**src/rtl/addsub_acc_ctrl.sv**
```systemverilog
// Accumulator sequencer wrapped around an external combinational add/sub unit.
// The block takes LOAD/ADD/SUB/CLR commands over a valid/ready handshake.
// It drives the adder from registered operands and captures the adder's result and flags.
// It returns the accumulator and flags over a second valid/ready handshake.
// It also keeps a sticky overflow flag and a count of completed ADD/SUB operations.
module addsub_acc_ctrl #(
    parameter int WIDTH = 4,
    parameter int CNT_W = 8
) (
    input  logic             clk,
    input  logic             rst,
    input  logic             cmd_valid,
    output logic             cmd_ready,
    input  logic [1:0]       cmd_op,
    input  logic [WIDTH-1:0] cmd_data,
    output logic [WIDTH-1:0] add_a,
    output logic [WIDTH-1:0] add_b,
    output logic             add_cin,
    input  logic [WIDTH-1:0] add_s,
    input  logic             add_cout,
    input  logic             add_ovf,
    input  logic             add_zero,
    output logic             rsp_valid,
    input  logic             rsp_ready,
    output logic [WIDTH-1:0] rsp_acc,
    output logic             rsp_cout,
    output logic             rsp_ovf,
    output logic             rsp_zero,
    output logic             ovf_sticky,
    output logic [CNT_W-1:0] op_cnt
);

    typedef enum logic [1:0] {
        IDLE = 2'd0,
        EXEC = 2'd1,
        RESP = 2'd2
    } state_t;

    localparam logic [1:0] OP_LOAD = 2'b00;
    localparam logic [1:0] OP_ADD  = 2'b01;
    localparam logic [1:0] OP_SUB  = 2'b10;
    localparam logic [1:0] OP_CLR  = 2'b11;

    state_t             state_q,     state_d;
    logic [WIDTH-1:0]   acc_q,       acc_d;
    logic [WIDTH-1:0]   operand_q,   operand_d;
    logic               cin_q,       cin_d;
    logic               rspCout_q,   rspCout_d;
    logic               rspOvf_q,    rspOvf_d;
    logic               rspZero_q,   rspZero_d;
    logic               ovfSticky_q, ovfSticky_d;
    logic [CNT_W-1:0]   opCnt_q,     opCnt_d;

    // Next-state logic: every register holds its value unless the current state says otherwise
    always_comb begin
        state_d     = state_q;
        acc_d       = acc_q;
        operand_d   = operand_q;
        cin_d       = cin_q;
        rspCout_d   = rspCout_q;
        rspOvf_d    = rspOvf_q;
        rspZero_d   = rspZero_q;
        ovfSticky_d = ovfSticky_q;
        opCnt_d     = opCnt_q;

        case (state_q)
            IDLE: begin
                if (cmd_valid) begin
                    case (cmd_op)
                        OP_ADD, OP_SUB: begin
                            operand_d = cmd_data;
                            cin_d     = (cmd_op == OP_SUB);
                            state_d   = EXEC;
                        end
                        OP_LOAD: begin
                            acc_d     = cmd_data;
                            rspCout_d = 1'b0;
                            rspOvf_d  = 1'b0;
                            rspZero_d = (cmd_data == '0);
                            state_d   = RESP;
                        end
                        OP_CLR: begin
                            acc_d       = '0;
                            ovfSticky_d = 1'b0;
                            rspCout_d   = 1'b0;
                            rspOvf_d    = 1'b0;
                            rspZero_d   = 1'b1;
                            state_d     = RESP;
                        end
                        default: state_d = IDLE;
                    endcase
                end
            end
            EXEC: begin
                acc_d       = add_s;
                rspCout_d   = add_cout;
                rspOvf_d    = add_ovf;
                rspZero_d   = add_zero;
                ovfSticky_d = ovfSticky_q | add_ovf;
                opCnt_d     = opCnt_q + 1'b1;
                state_d     = RESP;
            end
            RESP: begin
                if (rsp_ready) begin
                    state_d = IDLE;
                end
            end
            default: state_d = IDLE;
        endcase
    end

    // State and datapath registers; reset abandons any in-flight operation
    always_ff @(posedge clk) begin
        if (rst) begin
            state_q     <= IDLE;
            acc_q       <= '0;
            operand_q   <= '0;
            cin_q       <= 1'b0;
            rspCout_q   <= 1'b0;
            rspOvf_q    <= 1'b0;
            rspZero_q   <= 1'b0;
            ovfSticky_q <= 1'b0;
            opCnt_q     <= '0;
        end else begin
            state_q     <= state_d;
            acc_q       <= acc_d;
            operand_q   <= operand_d;
            cin_q       <= cin_d;
            rspCout_q   <= rspCout_d;
            rspOvf_q    <= rspOvf_d;
            rspZero_q   <= rspZero_d;
            ovfSticky_q <= ovfSticky_d;
            opCnt_q     <= opCnt_d;
        end
    end

    assign cmd_ready  = (state_q == IDLE);
    assign rsp_valid  = (state_q == RESP);
    assign add_a      = acc_q;
    assign add_b      = operand_q;
    assign add_cin    = cin_q;
    assign rsp_acc    = acc_q;
    assign rsp_cout   = rspCout_q;
    assign rsp_ovf    = rspOvf_q;
    assign rsp_zero   = rspZero_q;
    assign ovf_sticky = ovfSticky_q;
    assign op_cnt     = opCnt_q;

endmodule
```
**config.mk**
```make
export PLATFORM = sky130hd
export DESIGN_NAME = addsub_acc_ctrl
export DESIGN_NICKNAME = d
export VERILOG_FILES = /design/src/rtl/addsub_acc_ctrl.sv
export SDC_FILE = /design/constraint.sdc
export NUM_CORES = 1
export LEC_CHECK = 0
export CAP_MARGIN = 20
export CORE_MARGIN = 2
export CORE_UTILIZATION = 45
export DETAILED_ROUTE_END_ITERATION = 6
export DONT_BUFFER_PORTS = 1
export GPL_TIMING_DRIVEN = 0
export SLEW_MARGIN = 20
export SYNTH_ARGS = -nofsm -noshare
export SYNTH_HDL_FRONTEND = slang
export SYNTH_SLANG_ARGS = --single-unit
```
**constraint.sdc**
```tcl
create_clock -name clk -period 2.45 [get_ports clk]
set_clock_uncertainty 0.1 [all_clocks]
set_input_delay 0.3675 -clock clk [delete_from_list [all_inputs] [get_ports clk]]
set_output_delay 0.3675 -clock clk [all_outputs]
set_load 0.1 [all_outputs]
```
Word-level counts from Yosys, hierarchy flattened
Index checks and enable logic that the tools add are counted.

storage, ports and cells
  output and inout bits = 27
  flip-flop bits (word level) = 23
  memory bits (writable) = 0
  word-level logic and storage cells = 49
  bits in latches = 0
  input port bits = 17
  ROM bits = 0
  memories kept = 0

operators by class
  mux-type cells = 17
  $lt $le $gt $ge = 0
  bitwise operators = 1
  add/sub/neg operators = 1
  shift operators = 0
  divide/modulo/power cells = 0
  eq/ne operators = 10
  reductions and logical operators = 11
  multipliers = 0

operators with widths
  operator               number
  $pmux W4 S2            2
  $reduce_and A3 Y1      4
  $pmux W1 S2            5
  $add A8 B1 Y8 const B  1
  $eq A2 B2 Y1 const B   3
  $pmux W2 S3            1
  $mux W1                5
  $eq A2 B1 Y1 const B   2
  $logic_not A2 Y1       2
  $logic_not A4 Y1       1
  $mux W2                2
  $mux W4                1
  $ne A2 B1 Y1 const B   2
  $ne A2 B2 Y1 const B   2
  $pmux W2 S2            1
  $reduce_or A2 Y1       2
  $ne A3 B1 Y1 const B   1
  $reduce_and A2 Y1      1
  $reduce_bool A2 Y1     1
  $or A1 B1 Y1           1

Logic depth before layout (Yosys ltp)
Gate-level depths: netlist (run 1).

  depth after elaboration = 5
  depth in mapped cells = 7
  gate-level depth less buffers = 6

Least setup slack after synthesis (run 1)
Ideal clock, no wire load.

  path type = register to output
  start point = register state_q[0]
  end point = output cmd_ready
  setup slack = 236 ps
  stages on the path, launching flop included = 3
  required time = 1,982 ps
  arrival time = 1,747 ps
  path buffers = 1
  cells stage by stage = dfxtp_1 > buf_2 > nor2_1

between the ends
  word-level cells in the longest chain between the ends = 1

RTL lines
  item                      line  source
  start: declaration        44    state_t state_q, state_d;
  start signal: assignment  125   state_q <= state_d;
  $logic_not A2 Y1          137   assign cmd_ready = (state_q == IDLE);
  end: declaration          13    output logic cmd_ready,

No other way between the ends.

Worst setup path after layout (run 1)
  start point = register state_q[1]
  end point = output rsp_valid

between the ends
  word-level cells in the longest chain between the ends = 1

RTL lines
  item              line  source
  $eq A2 B2 Y1      138   assign rsp_valid = (state_q == RESP);
  end: declaration  23    output logic rsp_valid,

No other way between the ends.

==> flow_metrics.py, run 1 <==
metrics = {
    "timing": {
        "rsz0062_at_grt": "false",
        "setup_violations": 0,
        "clock.fmax_mhz": 450,
        "hold_violations": 0,
        "tns_ns": 0,
        "relSlewSlack_pct": 29.0,
        "timing.hold.ws_ns": 0.0484,
        "report.final.slew_viol_count": 0,
        "tightestPinTransition_ns": 1.06,
        "min_period_ns": 2.22,
        "period_share_pct": 90.7,
    },
    "routing": {
        "viasPerCell": 5.62,
        "dr.pass1.iters": 4,
        "routed_wl_um": 2140,
        "drtIter0Drc": 19,
        "route.vias.total": 826,
        "ant_nets": 0,
        "drc": 0,
        "wl_per_cell_um": 14.6,
    },
    "layout": {
        "seqCellArea_um2": 460,
        "drive_above_1_share_pct": 12.6,
        "multi_input_area_um2": 499,
        "design_area_um2": 1110,
        "insertedDiodeCount": 0,
        "area_growth_pct": 7.80,
        "fillers": 218,
        "nets": 141,
    },
    "setup_path": {
        "crit_required_ns": 1.98,
        "r2r_cells": 4,
        "startpoint": "state_q[1]$_SDFFE_PP0P_",
        "start_kind": "register",
        "r2r_start": "op_cnt[0]$_SDFFE_PP0P_",
        "arrival_ns": 1.75,
        "slowest_delay_ns": 0.83,
        "path_class": "register to output pin",
        "cp_cell_sequence": "inv_1 > nor2_2",
        "cp_slowest_cell": "nor2_2",
        "crit_path_end_kind": "output pin",
        "crit_fanout": 7,
    },
    "yosys": {
        "syn-num-nets": 135,
        "synth_edf_count": 0,
        "synthesis.instances": 114,
        "ys_types": 26,
        "synth_top_area_share_pct": 44.8,
        "synthArstFlopShare_pct": 0,
        "synth_commonest_cells": "dfxtp_1, nor2_1, nor3_1",
        "synth_top_area_cell": "dfxtp_1",
        "ys_ff_latch": 23,
        "synth_area_leaders": "dfxtp_1, nor2_1, mux2i_1",
        "ys_warn_count": 0,
        "synth_flop_cell": "dfxtp_1",
        "ys_seq_area_share_pct": 44.8,
        "synth_area_per_cell_um2": 9.01,
        "syn_area_um2": 1030,
    },
    "global_routing": {
        "busiest_layer": "met2",
        "grt_use_total_pct": 17.1,
        "overflow": 0,
        "grt_max_degree": 15,
        "gr-usage-met2_pct": 28.4,
        "grt_pass1_wl_um": 3410,
        "gr-usage-met3_pct": 4.89,
        "first_global_vias": 781,
        "antenna_found_initial": 0,
        "met1_usage_pct": 20.0,
    },
    "die": {
        "rows": 17,
        "die_area_um2": 2680,
        "fp.dieW_um": 51.8,
        "start_util_pct": 46.9,
        "boundaryPins": 44,
        "die_h_um": 51.8,
        "core-area_um2": 2190,
    },
    "clocking": {
        "clkLatencyLatePin_ns": 0.31,
        "htreeDepth": 1,
        "clk_pin_slew_ns": 0.14,
        "cts_tree": "built",
        "cts_setup_buffers": 0,
        "hold_buffers": 0,
        "cts-root-buf": "clkbuf_4",
        "cts_resized": 0,
        "clock_sinks": 23,
        "clock_path_buffers": 2,
        "numCtsBuffers": 3,
    },
    "power_and_ir_drop": {
        "p_per_area_nw_per_um2": 782,
        "irDropWorstVdd_v": 0.000384,
        "p_leak_nw": 0.438,
    },
    "flow_run": {
        "maxCapViolCount": 0,
    },
    "placement": {
        "place_hpwl_um": 1620,
        "gp_congestion": 0.773,
        "place_area_um2": 1070,
        "port_buffers": 0,
    },
    "outcome": {
        "outcome": "finished clean",
    },
    "min_path": {
        "worstHoldPathType": "input pin to register",
        "hold_start": "rst",
        "whs_path_depth": 1,
    },
}
worst max-delay path: cells and delay by family (launching register included):
kind                   cells  cell delay (ns)
AND/OR/NAND/NOR            1             0.83
flip-flops                 1             0.47
buffers and inverters      1             0.15
per-layer routing:
layer  part of all wire [%]  vias up
li1                       -      399
met1                     43      399
met2                     50       24
met3                    5.3        4
met4                    1.2        0
met5                      0        -
report_power, final:
part	total, mW	switching, mW	internal [mW]
clock network	0.181	0.118	0.0622
registers	0.518	0.126	0.391
logic	0.167	0.124	0.0430
total	0.866	0.369	0.497
cells in the final DEF (no fill, tap or decap):
cell type	Yosys	final
dfxtp_1	23	23
nor2_1	23	21
nor3_1	9	9
xor2_1	6	6
mux2i_1	6	6
buf_2	4	4
inv_1	4	4
a221oi_1	4	4
ha_1	4	4
buf_4	4	4
nor2b_1	3	3
a21oi_1	3	3
nand4_1	3	3
nand2_1	3	3
clkbuf_4	0	3
nor2_2	0	2
clkbuf_1	2	2
a22oi_1	2	2
or3_1	2	2
o21ai_0	1	1
nor4_1	1	1
nand3b_1	1	1
o41ai_2	1	1
nand3_1	1	1
and3_1	1	1
and4b_1	1	1
and4_1	1	1
xnor2_1	1	1
clkinvlp_4	0	1
dlygate4sd3_1	0	1
path summary, 6_finish.rpt:
path | end | slack, ns
worst max-delay path | rsp_valid | 0.23
worst max register to register | op_cnt[7]$_SDFFE_PP0P_ | 0.40
worst min-delay path | rsp_zero$_SDFFE_PP0P_ | 0.05
worst min register to register | ovf_sticky$_SDFFE_PP0P_ | 0.66
final cells by class:
class,count,area share [%]
Clock inverter,1,0.678
Timing Repair Buffer,1,0.904
Multi-Input combinational cell,77,45.1
Buffer,10,5.20
Inverter,4,1.36
Sequential cell,23,41.6
Tap cell,28,3.16
Clock buffer,3,2.03
stage by stage:
stage               power, mW  utilization [%]  setup slack [ns]  cells
global placement        0.689             48.5             0.137    142
global route            0.908             50.5             0.104    147
detailed placement      0.693             48.7             0.434    142
CTS                     0.871             50.1             0.206    146
floorplan               0.672                -             0.236    114
finish                  0.866             50.5             0.228    147
sequential cells by signal, summed over array words and instances, names as in the netlist:
signal      flops
add_b           4
rsp_zero        1
add_cin         1
ovf_sticky      1
rsp_ovf         1
rsp_cout        1
add_a           4
state_q         2
op_cnt          8
kinds of logic after synthesis:
family	count (synthesis)	share of synthesized area, %
compound gates	11	8.40
xor+xnor	7	5.97
fa+ha+maj	4	4.87
buf+inv	14	7.06
flops	23	44.8
mux	6	5.85
simple gates	49	23.0
Power figures use the tool's default switching activity.
==> run 2: changes to the inputs <==
- CORE_UTILIZATION: 45 -> 30
==> flow_metrics.py, run 2 (synthesis gave the netlist of run 1 again) <==
metrics = {
    "routing": {
        "route.vias.total": 795,
        "viasPerCell": 4.82,
        "dr.pass1.iters": 4,
        "routed_wl_um": 2350,
        "drtIter0Drc": 26,
        "drc": 0,
        "ant_nets": 0,
        "wl_per_cell_um": 14.2,
    },
    "timing": {
        "tns_ns": 0,
        "hold_violations": 0,
        "period_share_pct": 91.0,
        "tightestPinTransition_ns": 1.07,
        "setup_violations": 0,
        "min_period_ns": 2.23,
        "relSlewSlack_pct": 28.4,
        "rsz0062_at_grt": "false",
        "report.final.slew_viol_count": 0,
        "clock.fmax_mhz": 448,
    },
    "global_routing": {
        "antenna_found_initial": 0,
        "grt_use_total_pct": 12.6,
        "grt_pass1_wl_um": 3860,
        "grt_max_degree": 13,
        "first_global_vias": 828,
        "overflow": 0,
    },
    "setup_path": {
        "slowest_delay_ns": 1.01,
        "arrival_ns": 1.76,
        "crit_path_end_kind": "output pin",
        "crit_required_ns": 1.98,
        "r2r_cells": 4,
        "rrSetupSlack_ns": 0.43,
        "path_class": "register to output pin",
        "endpoint": "rsp_acc[1]",
        "path_depth": 1,
        "cp_slowest_cell": "dfxtp_1",
        "path_buf_inv": 1,
        "r2r_start": "op_cnt[0]$_SDFFE_PP0P_",
        "cp_cell_sequence": "buf_4",
        "cp_top_family": "flip-flops",
        "r2r-end": "op_cnt[7]$_SDFFE_PP0P_",
        "startpoint": "add_a[1]$_SDFFE_PP0P_",
        "crit_fanout": 3,
        "start_kind": "register",
    },
    "layout": {
        "fin_util_pct": 34.0,
        "drive_above_1_share_pct": 11.8,
        "nets": 141,
        "final_cell_mix": "dfxtp_1, nor2_1, nor3_1, xor2_1, mux2i_1",
        "area_growth_pct": 9.62,
        "final_common_cell": "dfxtp_1",
        "largest_reg_flops": 8,
        "insertedDiodeCount": 0,
    },
    "die": {
        "rows": 21,
        "die_area_um2": 3910,
        "core-area_um2": 3310,
        "boundaryPins": 44,
        "start_util_pct": 31.0,
        "die_h_um": 62.5,
        "fp.dieW_um": 62.5,
    },
    "clocking": {
        "clock_path_buffers": 2,
        "numCtsBuffers": 3,
        "cts_tree": "built",
        "cts_resized": 0,
        "clkLatencyLatePin_ns": 0.31,
        "clk_pin_slew_ns": 0.13,
        "clock_sinks": 23,
        "cts-root-buf": "clkbuf_4",
        "htreeDepth": 1,
    },
    "placement": {
        "port_buffers": 0,
        "gp_congestion": 0.789,
        "place_hpwl_um": 1850,
    },
    "power_and_ir_drop": {
        "p_sw_mw": 0.365,
        "irDropWorstVdd_v": 0.000244,
        "p_sw_share_pct": 42.3,
        "intPower_mw": 0.498,
        "p_per_area_nw_per_um2": 766,
        "p_comb_share_pct": 19.3,
        "pwr-share-clk_pct": 20.7,
        "p_leak_nw": 0.439,
        "seqPwrFrac_pct": 60.0,
    },
    "outcome": {
        "outcome": "finished clean",
    },
    "min_path": {
        "worstHoldPathType": "input pin to register",
    },
    "flow_run": {
        "maxCapViolCount": 0,
    },
}
-- run 2: cell count changes in the layout (fill, tap and decap cells not counted), sizes merged --
cell	change
clkbuf	+1
clkinvlp	-1
-- run 2: worst min path at each step --
stage | from | endpoint | slack, ns | cells after the start
final | rst | add_a[1]$_SDFFE_PP0P_ | 0.02 | 1
after global routing | rst | add_a[1]$_SDFFE_PP0P_ | 0.009 | 1
after CTS | rst | state_q[0]$_SDFFE_PP0P_ | 0.002 | 1
after detailed placement | rst | state_q[0]$_SDFFE_PP0P_ | 0.35 | 1
after global placement | rst | state_q[0]$_SDFFE_PP0P_ | 0.34 | 1
after floorplan | rst | state_q[0]$_SDFFE_PP0P_ | 0.34 | 1
-- run 2: power by group through the flow --
stage | clock network, mW | logic, mW | registers, mW
3_5_place_dp | 0 | 0.167 | 0.527
4_1_cts | 0.183 | 0.167 | 0.519
5_1_grt | 0.193 | 0.179 | 0.521
3_3_place_gp | 0 | 0.163 | 0.526
2_1_floorplan | 0 | 0.150 | 0.522
6_report | 0.178 | 0.167 | 0.518
-- run 2: layout make-up --
| type | instances | area (um2) |
|---|---|---|
| inverters | 4 | 15.0 |
| plain buffers | 10 | 57.6 |
| multi-input cells | 77 | 499 |
| clock buffers | 4 | 26.3 |
| repair buffers | 1 | 10.0 |
| well taps | 46 | 57.6 |
| fillers | 373 | 2180 |
| flip-flops and latches | 23 | 460 |
-- run 2: what timing repair did --
item                                   CTS  global route
endpoints found under the hold margin    0             1
hold buffers                             0             1
setup buffers                            0             0
-- run 2: metal layers --
layer	vias up	GRT usage [%]	wire length (um)
met1	368	12.5	927
met4	0	6.39	63
li1	398	-	-
met5	-	0	0
met2	23	22.2	1160
met3	6	5.41	197
-- run 2: worst reg2reg max path, stage by stage (launching register included) --
cell     delay [ns]
dfxtp_1        1.05
and4b_1        0.38
nand4_1        0.13
xor2_1         0.21
nor2_1         0.11
-- run 2: metrics by stage --
stage          std cells  total power, mW  hold slack (ns)  setup WS, ns  cell area, um2
5_1_grt              165            0.893          0.00854         0.107            1130
2_1_floorplan        114            0.672            0.339         0.236            1030
3_5_place_dp         160            0.694            0.347         0.434            1090
6_report             165            0.863           0.0159         0.219            1130
3_3_place_gp         160            0.689            0.342         0.122            1080
4_1_cts              164            0.869          0.00187         0.201            1120
